$ cat src/rtl/bus_matrix.sv
// bus_matrix
//   Parametrised shared-bus interconnect between NUM_MASTERS bus masters
//   (CPU/DMA) and NUM_SLAVES slaves (ROM/GPIO/peripherals). It contains:
//     - a registered round-robin arbiter with seamless owner handover
//     - a combinational master-to-slave mux driven by the current owner
//     - an address decoder that turns the top SEL_W address bits into chip selects
//     - a read-return mux from the selected slave back to all masters
//     - a registered decode-error responder (and, optionally, a stall timeout)
//
//   Optional feature macro: BUS_TIMEOUT_EN
//     defined   : an access stalled by its slave for TIMEOUT cycles is aborted
//                 with a one-cycle error response.
//     undefined : no timeout; a stalled slave holds the bus indefinitely.
//
//   Ports
//     clk        in   system clock
//     reset_     in   asynchronous reset, active high
//     m_req_     in   per-master bus request, active low
//     m_grnt_    out  per-master grant, active low, registered
//     m_addr     in   flattened master word addresses (master i at [i*ADDR_W +: ADDR_W])
//     m_as_      in   per-master address strobe, active low
//     m_rw       in   per-master direction, 1 = read
//     m_wr_data  in   flattened master write data
//     m_rd_data  out  read data returned to all masters
//     m_rdy_     out  ready returned to all masters, active low
//     s_addr     out  shared slave address
//     s_as_      out  shared slave strobe, active low
//     s_rw       out  shared slave direction
//     s_wr_data  out  shared slave write data
//     s_cs_      out  per-slave chip select, active low
//     s_rd_data  in   flattened slave read data
//     s_rdy_     in   per-slave ready, active low
//     bus_err    out  one-cycle error pulse (decode error or timeout)
//
//   Arbiter states
//     state | meaning
//     IDLE  | no owner, bus outputs at idle values
//     OWNED | owner_q holds the bus while its request stays low
module bus_matrix #(
  parameter int NUM_MASTERS = 4,
  parameter int NUM_SLAVES  = 8,
  parameter int ADDR_W      = 30,
  parameter int DATA_W      = 32,
  parameter int SEL_W       = 3,
  parameter int TIMEOUT     = 255
) (
  input  logic                          clk,
  input  logic                          reset_,
  input  logic [NUM_MASTERS-1:0]        m_req_,
  output logic [NUM_MASTERS-1:0]        m_grnt_,
  input  logic [NUM_MASTERS*ADDR_W-1:0] m_addr,
  input  logic [NUM_MASTERS-1:0]        m_as_,
  input  logic [NUM_MASTERS-1:0]        m_rw,
  input  logic [NUM_MASTERS*DATA_W-1:0] m_wr_data,
  output logic [DATA_W-1:0]             m_rd_data,
  output logic                          m_rdy_,
  output logic [ADDR_W-1:0]             s_addr,
  output logic                          s_as_,
  output logic                          s_rw,
  output logic [DATA_W-1:0]             s_wr_data,
  output logic [NUM_SLAVES-1:0]         s_cs_,
  input  logic [NUM_SLAVES*DATA_W-1:0]  s_rd_data,
  input  logic [NUM_SLAVES-1:0]         s_rdy_,
  output logic                          bus_err
);

  localparam int MIDX_W = (NUM_MASTERS > 1) ? $clog2(NUM_MASTERS) : 1;

  typedef enum logic {IDLE, OWNED} state_e;

  state_e                 state_q, state_d;
  logic [MIDX_W-1:0]      owner_q, owner_d;
  logic [MIDX_W-1:0]      ptr_q, ptr_d;
  logic [NUM_MASTERS-1:0] grnt_q, grnt_d;
  logic                   err_q, err_d;

  logic [MIDX_W-1:0]      scan_idx, cand;
  logic                   found;

  logic                   owner_valid;
  logic [SEL_W-1:0]       slv_idx;
  logic                   idx_mapped;
  logic                   cs_valid;
  logic [DATA_W-1:0]      sel_data;
  logic                   sel_rdy_;
  logic                   dec_trig;
  logic                   to_hit;

  // ---------------------------------------------------------------- arbiter
  always_ff @(posedge clk or posedge reset_) begin
    if (reset_) begin
      state_q <= IDLE;
      owner_q <= '0;
      ptr_q   <= '0;
      grnt_q  <= '0;
      err_q   <= 1'b0;
    end else begin
      state_q <= state_d;
      owner_q <= owner_d;
      ptr_q   <= ptr_d;
      grnt_q  <= grnt_d;
      err_q   <= err_d;
    end
  end

  // Re-arbitrate only when idle or when the owner has dropped its request,
  // so the next grant lands on the same edge the old one is released.
  always_comb begin
    state_d  = state_q;
    owner_d  = owner_q;
    ptr_d    = ptr_q;
    found    = 1'b0;
    cand     = '0;
    scan_idx = '0;
    if (state_q == IDLE || m_req_[owner_q]) begin
      for (int j = 0; j < NUM_MASTERS; j++) begin
        scan_idx = MIDX_W'((int'(ptr_q) + j) % NUM_MASTERS);
        if (!found && !m_req_[scan_idx]) begin
          found = 1'b1;
          cand  = scan_idx;
        end
      end
      if (found) begin
        state_d = OWNED;
        owner_d = cand;
        ptr_d   = (cand == MIDX_W'(NUM_MASTERS - 1)) ? '0 : cand + 1'b1;
      end else begin
        state_d = IDLE;
      end
    end
    grnt_d = '0;
    if (state_d == OWNED) grnt_d[owner_d] = 1'b1;
  end

  assign m_grnt_     = ~grnt_q;
  assign owner_valid = (state_q == OWNED);

  // ------------------------------------------------------------- master mux
  always_comb begin
    s_addr    = '0;
    s_as_     = 1'b1;
    s_rw      = 1'b1;
    s_wr_data = '0;
    if (owner_valid) begin
      for (int i = 0; i < NUM_MASTERS; i++) begin
        if (owner_q == MIDX_W'(i)) begin
          s_addr    = m_addr[i*ADDR_W +: ADDR_W];
          s_as_     = m_as_[i];
          s_rw      = m_rw[i];
          s_wr_data = m_wr_data[i*DATA_W +: DATA_W];
        end
      end
    end
  end

  // ---------------------------------------------------- decoder / read return
  assign slv_idx    = s_addr[ADDR_W-1 -: SEL_W];
  // Extra bit so NUM_SLAVES == 2**SEL_W compares correctly.
  assign idx_mapped = ({1'b0, slv_idx} < (SEL_W+1)'(NUM_SLAVES));
  assign cs_valid   = owner_valid && idx_mapped;

  // Chip select does not wait for the strobe; slaves qualify with s_as_.
  always_comb begin
    s_cs_    = '1;
    sel_data = '0;
    sel_rdy_ = 1'b1;
    for (int s = 0; s < NUM_SLAVES; s++) begin
      if (cs_valid && slv_idx == SEL_W'(s)) begin
        s_cs_[s] = 1'b0;
        sel_data = s_rd_data[s*DATA_W +: DATA_W];
        sel_rdy_ = s_rdy_[s];
      end
    end
  end

  always_comb begin
    m_rd_data = sel_data;
    m_rdy_    = sel_rdy_;
    if (err_q) begin
      m_rd_data = '0;
      m_rdy_    = 1'b0;
    end
  end

  assign bus_err  = err_q;
  assign dec_trig = owner_valid && !s_as_ && !idx_mapped;

  // Blocking a pulse right after one gives error/idle/error on a held strobe,
  // and merges a coincident timeout and decode error into one pulse.
  assign err_d = (dec_trig || to_hit) && !err_q;

  // ---------------------------------------------------------- stall timeout
`ifdef BUS_TIMEOUT_EN
  localparam int CNT_W = $clog2(TIMEOUT + 2);

  logic [CNT_W-1:0] cnt_q, cnt_d;
  logic             owner_chg;

  assign owner_chg = (state_d != state_q) || (owner_d != owner_q);
  assign to_hit    = (cnt_q == CNT_W'(TIMEOUT));

  always_comb begin
    cnt_d = cnt_q;
    if (to_hit || !m_rdy_ || s_as_ || owner_chg) begin
      cnt_d = '0;
    end else if (owner_valid && sel_rdy_) begin
      cnt_d = cnt_q + 1'b1;
    end
  end

  always_ff @(posedge clk or posedge reset_) begin
    if (reset_) cnt_q <= '0;
    else        cnt_q <= cnt_d;
  end
`else
  localparam int unused_timeout = TIMEOUT;

  assign to_hit = 1'b0;
`endif

endmodule

$ cat config.mk
export PLATFORM = sky130hd
export DESIGN_NAME = bus_matrix
export DESIGN_NICKNAME = d
export VERILOG_FILES = /design/src/rtl/bus_matrix.sv
export SDC_FILE = /design/constraint.sdc
export NUM_CORES = 1
export LEC_CHECK = 0
export ABC_AREA = 1
export CAP_MARGIN = 20
export CORE_AREA = 2 2 247 249
export CTS_CLUSTER_DIAMETER = 120
export CTS_CLUSTER_SIZE = 12
export DETAILED_ROUTE_END_ITERATION = 10
export DIE_AREA = 0 0 249 251
export HOLD_SLACK_MARGIN = 0.05
export PLACE_DENSITY_LB_ADDON = 0.3
export SYNTH_ARGS = -nofsm -noshare
export SYNTH_HDL_FRONTEND = slang
export SYNTH_SLANG_ARGS = --single-unit
$ cat constraint.sdc
create_clock -name clk -period 1.9 [get_ports clk]
set_input_delay 0.38 -clock clk [delete_from_list [all_inputs] [get_ports clk]]
set_output_delay 0.38 -clock clk [all_outputs]
set_load 0.02 [all_outputs]
==> out/summary.txt, run 1 <==
Flop pwr share - 1.4%
via count - 10200
Int Power - 13000 µW
largest net degree at the start of global routing - 48
reg2reg start - owner_q[1]$_DFF_PP0_
Clock Latency Late Sink - 0.23 ns
CP most frequent cell - buf_6
critical path's slowest cell - dfrtp_1
Synth Area in XOR/XNOR - 0.178%
GRT overflow - 0
RePlAce Congestion - 0.904
CTS H-tree depth - 1
Non-Filler Instances - 2492
critical-path maximum fanout - 6
I/O Pins - 636
Critical Path AT - 2.53 ns
net count after synthesis - 1504
Syn-to-layout area delta - 201%
worst reg-to-reg setup slack - -0.45 ns
Post-Synthesis Cells - 978
final hold violations - 0
max-capacitance violation count - 0
synthesized cell area - 4930 µm²
DR WL/cell - 20.2 µm
most frequent cells in the layout - 528 x clkdlybuf4s50_1, 147 x nand2_1, 132 x nand4_1
Synth Register Bits - 9
Synth Area in Simple Gates - 59.4%
Sinks on Clock Net - 9
Final Setup Violations - 113
placed cells - 2410
Longest Clk Path Bufs - 2
Adder-Cell Fraction of Synth Area - 0%
Post-DRT Antenna Nets - 0
1st-pass router iterations - 5
HPWL after DPL - 38500 µm
Synth top area share - 16.8%
Max VDD drop - 817 µV
Worst EP required - 1.52 ns
row count - 90
ranking of synthesized cells by area - nand4_1 17%, nand2_1 15%, nand3_1 14%
NetSw - 14900 µW
Yosys top cell by area - nand4_1
Total Die Area - 62500 µm²
hold crit path type - primary input to asynchronous set/reset pin
Reg area - 226 µm²
fill count - 6650
FF-to-FF End - ptr_q[1]$_DFFE_PP0P_
total wire length - 50400 µm
Synth Warn # - 0
FMAX - 0.344 GHz
CTS tree - built
CP endpoint kind - output pin
power consumption - 27900 µW
Die W - 249 µm
Final Worst Setup Slack - -1.01 ns
Cell variety after synth - 34
Placeable Area - 59800 µm²
Hold-fix buffers, CTS - 0
PortBufs - 634
Via density - 4.11
compound-cell area share of the yosys netlist - 18.7%
vias in the first global route - 10600
gr usage total - 14.3%
Syn Area/Cell - 5.04 µm²
unrepaired setup endpoints after global routing - true
Worst-path clk slew - 0.04 ns
largest family of logic cells by synthesized area - simple AND/OR/NAND/NOR gates
post-synthesis mux area share - 0%
Initial Util - 8.24%
commonest non-fill, non-tap cell in the layout - clkdlybuf4s50_1
Sw Ratio - 53.3%
# DRC - 0
failing checks - setup timing
nature of the critical path startpoint - flop
area of the multi-input gates - 4470 µm²
Buf/Inv on CP - 6
Final Cycle Share - 153%
Combinational Power Share - 97.2%
layout cells sized above 1 - 24.3%
outcome - finished with violations
worst-case reg-to-reg path depth - 12
fin. max-slew vios - 0
Inserted Clock Buffers - 3
Pwr Density - 1880 nW/µm²
Worst Setup Path Type - flop to output pin
Chip Height - 251 µm
clock skew - 0.00212 ns
leakage power - 0.00610 µW
nets@finish - 2236
Tmin final - 2.91 ns
Clk network pwr share - 1.3%
Detailed Route Iter0 Violations - 477
initial antenna violation count - 6
Clk Tree Root Cell - clkbuf_16
first-pass GRT wire length - 67500 µm
crit-path max cell delay - 0.40 ns
Seq/Total Area, Yosys - 4.57%
critical path, cell by cell - buf_12 -> nor2_4 -> buf_6 -> nand2_4 -> nand3_4 -> nand2_8 -> nand2_8 -> clkinv_8 -> nand3_4 -> buf_8 -> buf_6 -> nor2_2 -> nor2_1 -> nand4_1 -> buf_6
delay-heaviest family, CP - simple AND/OR/NAND/NOR gates
[worst register-to-register path, stage by stage (launching register included)]
cell and delay (ns):
dfrtp_1 0.40, buf_12 0.15, nor2_4 0.17, buf_4 0.24, inv_1 0.07, buf_4 0.18, buf_4 0.16, o21ai_0 0.19
a211oi_2 0.09, nor2_4 0.19, nand3_1 0.13, or2_1 0.23, nand3_1 0.08
[kinds of logic after synthesis]
kind of cell           count (synthesis)
AO/OA/AOI/OAI                        145
buffers and inverters                199
flip-flops                             9
other                                  1
XOR/XNOR                               1
AND/OR/NAND/NOR                      623
[per-stage QoR]
step | hold WS (ns) | setup slack [ns] | TNS (ns) | utilization, % | cell area [µm²]
floorplan | 0.208 | -0.306 | -9.66 | - | 5100
global placement | 0.561 | -1.56 | -106.04 | 21.7 | 13000
detailed placement | 0.604 | -1.54 | -104.95 | 21.7 | 13000
CTS | 0.432 | -0.980 | -73.22 | 23.3 | 13900
global route | 0.466 | -1.07 | -84.18 | 24.8 | 14800
finish | 0.418 | -1.01 | -71.99 | 24.8 | 14800
[worst max-delay path by stage]
stage | from | endpoint | depth (start not counted)
floorplan | owner_q[1]$_DFF_PP0_ | m_rd_data[10] | 12
finish | owner_q[1]$_DFF_PP0_ | m_rd_data[28] | 15
global placement | m_addr[57] | m_rd_data[31] | 15
detailed placement | m_addr[57] | m_rd_data[31] | 15
global route | owner_q[1]$_DFF_PP0_ | m_rd_data[28] | 15
CTS | owner_q[1]$_DFF_PP0_ | m_rd_data[28] | 16
[routing by layer]
layer / track usage [%] / wire, µm / vias up
met4: 3.93 / 1340 / 8
met2: 26.3 / 25000 / 545
met5: 0 / 53 / -
li1: - / - / 4870
met3: 3.34 / 3950 / 55
met1: 16.4 / 20000 / 4764
[Yosys cell counts]
cell / n
a211oi_1: 1
a21oi_1: 22
a21oi_2: 1
and3_1: 1
buf_1: 2
buf_2: 21
buf_4: 5
buf_6: 6
clkbuf_1: 57
clkinv_2: 1
conb_1: 1
dfrtp_1: 9
inv_1: 96
inv_2: 11
nand2_1: 198
nand2_2: 3
nand2_4: 1
nand3_1: 141
nand3_2: 1
nand3b_1: 1
nand4_1: 132
nor2_1: 135
nor2_2: 4
nor2_4: 4
nor3_4: 1
o211ai_1: 32
o21a_1: 6
o21ai_0: 47
o21ai_1: 5
o21bai_1: 1
o221ai_1: 22
o22ai_1: 8
or2_1: 1
xor2_1: 1
[power by group through the flow]
stage          clock [µW]  combinational (µW)  sequential, µW
2_1_floorplan           0               11200             331
3_3_place_gp            0               22400             397
3_5_place_dp            0               22500             399
4_1_cts               374               24900             399
5_1_grt               386               29000             416
6_report              371               27100             399
[area by class of cell]
class | instances | area share [%]
Multi-Input combinational cell | 771 | 30.1
Timing Repair Buffer | 817 | 58.0
Clock buffer | 4 | 0.531
Antenna cell | 1 | 0.0169
Inverter | 108 | 3.20
Sequential cell | 9 | 1.53
Tap cell | 782 | 6.59
[repair_timing]
| action | in CTS | in global routing |
|---|---|---|
| gates resized for setup | 431 | 211 |
| cloned | 7 | 14 |
| setup buffers | 36 | 28 |
| endpoints found under the hold margin | 0 | 0 |
| pin swaps | 49 | 58 |
| setup endpoints to repair | 113 | 114 |
(Power assumes the default switching activity.)
==> run 2, diff against run 1 <==
--- a/config.mk
+++ b/config.mk
@@ -8,6 +8,7 @@
 export ABC_AREA = 1
 export CAP_MARGIN = 20
 export CORE_AREA = 2 2 247 249
+export CTS_BUF_LIST = sky130_fd_sc_hd__clkbuf_4
 export CTS_CLUSTER_DIAMETER = 120
 export CTS_CLUSTER_SIZE = 12
 export DETAILED_ROUTE_END_ITERATION = 10
==> constraint.sdc (replaced) <==
create_clock -name clk -period 2.6 [get_ports clk]
set_input_delay 0.52 -clock clk [delete_from_list [all_inputs] [get_ports clk]]
set_output_delay 0.52 -clock clk [all_outputs]
set_load 0.02 [all_outputs]
==> out/summary.txt, run 2 (synthesized netlist as in run 1, its figures left out) <==
Chip Height - 251 µm (unchanged)
I/O Pins - 636 (unchanged)
power consumption - 17500 µW (was 27900 µW)
Total Die Area - 62500 µm² (unchanged)
design area - 13600 µm² (was 14800 µm²)
initial antenna violation count - 11 (was 6)
critical-path maximum fanout - 23 (was 6)
commonest non-fill, non-tap cell in the layout - clkdlybuf4s50_1 (unchanged)
max-capacitance violation count - 0 (unchanged)
Worst Setup Path Type - flop to output pin (unchanged)
dpl cell area - 12800 µm² (was 13000 µm²)
outcome - finished with violations (unchanged)
GRT overflow - 0 (unchanged)
Via density - 4.12 (was 4.11)
fill count - 6719 (was 6650)
Worst Setup EP - m_rdy_ (was m_rd_data[28])
Final Setup Violations - 40 (was 113)
hold crit path type - primary input to asynchronous set/reset pin (unchanged)
Syn-to-layout area delta - 176% (was 201%)
first-pass GRT wire length - 67400 µm (was 67500 µm)
worst reg-to-reg setup slack - 0.26 ns (was -0.45 ns)
Hold-fix buffers, CTS - 0 (unchanged)
Inserted Clock Buffers - 3 (unchanged)
reg2reg start - owner_q[1]$_DFF_PP0_ (unchanged)
FF-to-FF End - grnt_q[0]$_DFF_PP0_ (was ptr_q[1]$_DFFE_PP0P_)
Critical Path Source - owner_q[1]$_DFF_PP0_ (unchanged)
nature of the critical path startpoint - flop (unchanged)
leakage power - 0.00566 µW (was 0.00610 µW)
Placeable Area - 59800 µm² (unchanged)
Final Worst Setup Slack - -0.494 ns (was -1.01 ns)
Post-DRT Antenna Nets - 0 (unchanged)
total wire length - 48200 µm (was 50400 µm)
FMAX - 0.323 GHz
Sinks on Clock Net - 9 (unchanged)
DR WL/cell - 19.8 µm (was 20.2 µm)
final hold violations - 0 (unchanged)
Slew HR - 65.8%
Detailed Route Iter0 Violations - 656 (was 477)
CTS tree - built (unchanged)
1st-pass router iterations - 6 (was 5)
largest net degree at the start of global routing - 57 (was 48)
clock skew - 0.00782 ns (was 0.00212 ns)
Tmin final - 3.09 ns
worst-case reg-to-reg path depth - 13 (was 12)
Initial Util - 8.24% (unchanged)
Worst EP required - 2.08 ns (was 1.52 ns)
fin. max-slew vios - 0 (unchanged)
nets@finish - 2180 (was 2236)
layout cells sized above 1 - 18.7% (was 24.3%)
failing checks - setup timing (unchanged)
vias in the first global route - 10500 (was 10600)
most frequent cells in the layout - 527 x clkdlybuf4s50_1, 159 x nand2_1, 136 x nand3_1 (was 528 x clkdlybuf4s50_1, 147 x nand2_1, 132 x nand4_1)
HPWL after DPL - 39300 µm (was 38500 µm)
Longest Clk Path Bufs - 2 (unchanged)
CTS H-tree depth - 1 (unchanged)
Non-Filler Instances - 2439 (was 2492)
Clock Latency Late Sink - 0.27 ns (was 0.23 ns)
Final Cycle Share - 119%
row count - 90 (unchanged)
Die W - 249 µm (unchanged)
via count - 10000 (was 10200)
unrepaired setup endpoints after global routing - true (unchanged)
Worst-path clk slew - 0.06 ns (was 0.04 ns)
Critical Path AT - 2.57 ns (was 2.53 ns)
RePlAce Congestion - 0.932 (was 0.904)
Worst Max-Slew Pin Slew - 0.513 ns
PortBufs - 634 (unchanged)
placed cells - 2398 (was 2410)
CP endpoint kind - output pin (unchanged)
Pwr Density - 1290 nW/µm² (was 1880 nW/µm²)
gr usage total - 14.3% (about the same)
Max VDD drop - 595 µV (was 817 µV)
# DRC - 0 (unchanged)
Clk Tree Root Cell - clkbuf_4 (was clkbuf_16)
run 2: cell count changes in the layout (fill, tap and decap cells not counted), sizes merged, moves of 7 or more:
cell / previous run / this run
buf: 253 / 182
clkbuf: 15 / 31
dlygate4sd2: 22 / 6
dlymetal6s2s: 1 / 11
clkdlybuf4s15: 2 / 9
run 2: repair_timing:
action                                 in CTS  in global routing
pin swaps                                  62                 42
setup endpoints to repair                 105                 99
cloned                                      5                  4
gates resized for setup                   403                134
buffers inserted                           21                  7
endpoints found under the hold margin       0                  0
run 2: report_power, final:
| part | switching (µW) | leakage (µW) | internal [µW] |
|---|---|---|---|
| Sequential | 68.1 | 0.000106 | 211 |
| Combinational | 9720 | 0.00553 | 7420 |
| Clock | 49.5 | 0.0000184 | 69.6 |
run 2: cell type report:
type	count	area [µm²]	area share (%)
repair buffers	762	7760	57.0
multi-input cells	770	4180	30.7
well taps	782	978	7.19
inverters	108	428	3.14
flip-flops and latches	9	226	1.66
clock buffers	4	30.0	0.221
diodes	4	10.0	0.0735
run 2: critical path: stages, from the launching register on:
cell	delay (ns)
dfrtp_1	0.41
buf_12	0.16
buf_12	0.12
nand2_8	0.11
nor2_4	0.04
nor2_2	0.15
nand2_4	0.10
buf_6	0.13
nor2_4	0.24
buf_12	0.22
nand3_1	0.09
nand4_1	0.15
o21bai_1	0.10
nand2_1	0.08
nand2_2	0.07
buf_6	0.13
run 2: how the worst min path moves through the flow:
stage	end	slack, ns	start
after global routing	owner_q[1]$_DFF_PP0_	0.56	reset_
after detailed placement	ptr_q[1]$_DFFE_PP0P_	0.58	ptr_q[1]$_DFFE_PP0P_
after floorplan	asynchronous set/reset pin	0.35	reset_
after global placement	ptr_q[1]$_DFFE_PP0P_	0.57	ptr_q[1]$_DFFE_PP0P_
final	owner_q[1]$_DFF_PP0_	0.52	reset_
after CTS	asynchronous set/reset pin	0.53	reset_
run 2: metal layers:
layer,GRT usage [%],share of wire [%]
met5,0,0.12
met4,4.48,3.6
met2,26.2,50
met1,16.1,38
met3,3.56,8.5
run 2: through the flow:
step | utilization, % | worst slack, ns | setup TNS [ns] | hold WS [ns]
global route | 22.8 | -0.647 | -20.41 | 0.556
global placement | 21.4 | -1.21 | -51.05 | 0.565
CTS | 22.4 | -0.591 | -21.53 | 0.532
detailed placement | 21.4 | -1.21 | -50.84 | 0.581
floorplan | - | 0.154 | 0 | 0.348
finish | 22.8 | -0.494 | -14.37 | 0.521
==> patch (flow settings as in run 2) <==
The option `BUS_TIMEOUT_EN` is turned on by a define.
--- a/src/rtl/bus_matrix.sv
+++ b/src/rtl/bus_matrix.sv
@@ -37,4 +37,6 @@
 //     IDLE  | no owner, bus outputs at idle values
 //     OWNED | owner_q holds the bus while its request stays low
+`define BUS_TIMEOUT_EN
+
 module bus_matrix #(
   parameter int NUM_MASTERS = 4,
Behaviour: no difference found for any inputs over 4 cycles, from zero or initial values and one cycle with reset_ high; that may be too few to reach the edited logic, so the function may still have changed.
==> patch against run 2 <==
The flow still finishes with violations (setup timing); via count up 9.6%; worst setup slack got worse by 170 ps; sequential cell count increased by 10; synthesized area is 14% higher; sequential share of layout area rose by 1.3 points; final area increased by 20%; routed wire length is 19% higher; total power is 41% higher; maximum frequency down 5.2%; largest cell class unchanged; largest power group unchanged.
==> patch: results (changes against run 2) <==
[run_status]
status = finished with violations
violations = setup timing

[cts]
worstSkewPairLatency_ps = 300  ; +30 ps
ctsResizeCount = 408  ; +1.2%
post_cts_buffers = 45  ; +110%
clk_pin_slew_worst_paths_ps = 110  ; +50 ps

[setup_path]
worst-path-max-fanout = 5  ; -78%
cp-endpoint = m_rd_data[1]
crit_family = buffers and inverters
r2r_cells = 19  ; +6
max_stage_delay_ps = 470  ; +60 ps

[placement]
dp_hpwl_um = 46100  ; +17%
placed_cells = 2587  ; +7.9%
place.gp.congestion = 0.939  ; +0.79%
place_area_um2 = 13700  ; +7.2%

[global_routing]
grt_pass1_vias = 11500  ; +10%
gr-usage-met3_pct = 3.34  ; -0.22 points
use_met1_pct = 16.1  ; -0.068 points
grt_usage_pct = 16.7  ; +2.5 points
antenna_found_initial = 18  ; +7
grt_use_met2_pct = 34.8  ; +8.6 points
grt_pass1_wl_um = 77400  ; +15%

[drt]
met3_length_um = 3690  ; -10%
firstDrtPassIters = 5  ; -1
wl_met2_um = 31800  ; +33%
wl_per_cell_um = 21.3  ; +7.7%
drt_iter0_markers = 445  ; -32%
vias = 11000  ; +9.6%
vias_per_cell = 4.09  ; -0.55%

[power_and_ir_drop]
p_sw_share_pct = 53.0  ; -3.1 points
p_leak_nw = 7.11  ; +26%

[layout]
finalNetCount = 2427  ; +11%
drive_above_1_share_pct = 30.0  ; +11 points

[sta]
final.setup.tns_ps = -24450  ; -10080 ps
setup_viol = 85  ; +110%
skew_ps = 4.10  ; -3.72 ps
fin_ws_ps = -666  ; -171 ps
hold-worst-slack_ps = 471  ; -49.9 ps
timing.slew.headroom_pct = 51.3  ; -14 points

[hold_path]
min_path_type = flip-flop to flip-flop

[logic_synthesis]
synth_commonest_cells = nand2_1 (314), inv_1 (148), nor2_1 (139)
synth.avg_cell_area_um2 = 4.94  ; -2.0%
syn-num-nets = 1668  ; +11%
yosys.area.top_type = nand2_1

-- patch: changes by cell type in the layout (fill, tap and decap cells not counted), sizes merged, moves of 25 or more --
cell	delta
nand4	-95
inv	+56
o21ai	+25
a21oi	+49
nand2	+118
buf	+107
-- patch: final cells by class --
| type | count | area (um^2) |
|---|---|---|
| Antenna cell | 8 | 20.0 |
| Clock buffer | 3 | 22.5 |
| Clock inverter | 1 | 5.00 |
| Fill cell | 6662 | 43400 |
| Inverter | 164 | 668 |
| Multi-Input combinational cell | 883 | 5420 |
| Sequential cell | 19 | 479 |
| Tap cell | 782 | 978 |
| Timing Repair Buffer | 828 | 8790 |
-- patch: worst reg2reg max path: stages (launching register included) --
cell and delay, ps:
dfrtp_2 480, buf_6 150, nor2_4 90, buf_6 140, nand2_4 50, nand3_4 60, a21oi_2 60, buf_6 130
buf_6 130, nor2_4 180, nand2_8 130, buf_6 140, buf_4 130, nor2_4 70, nor2_2 40, nand3_2 90
buf_6 110, nand2_4 60, nand3_4 100, nor2_1 50
-- patch: logic make-up (layout without fill, tap and decap cells) --
logic type               Yosys count  in the layout  synth area share, %
buffers and inverters            239            996                 16.7
XOR/XNOR                           6              6                0.934
flip-flops                        19             19                 8.45
adder cells (fa/ha/maj)            2              2                0.445
AND/OR/NAND/NOR                  654            655                 50.1
other                              0              8                    0
AO/OA/AOI/OAI                    220            220                 23.4
-- patch: power groups by stage --
stage | registers, mW | clock network (mW) | logic (mW)
global placement | 0.508 | 0 | 18.5
CTS | 0.505 | 0.161 | 20.9
finish | 0.495 | 0.154 | 24.1
detailed placement | 0.508 | 0 | 18.5
global route | 0.512 | 0.184 | 25.6
floorplan | 0.440 | 0 | 8.88
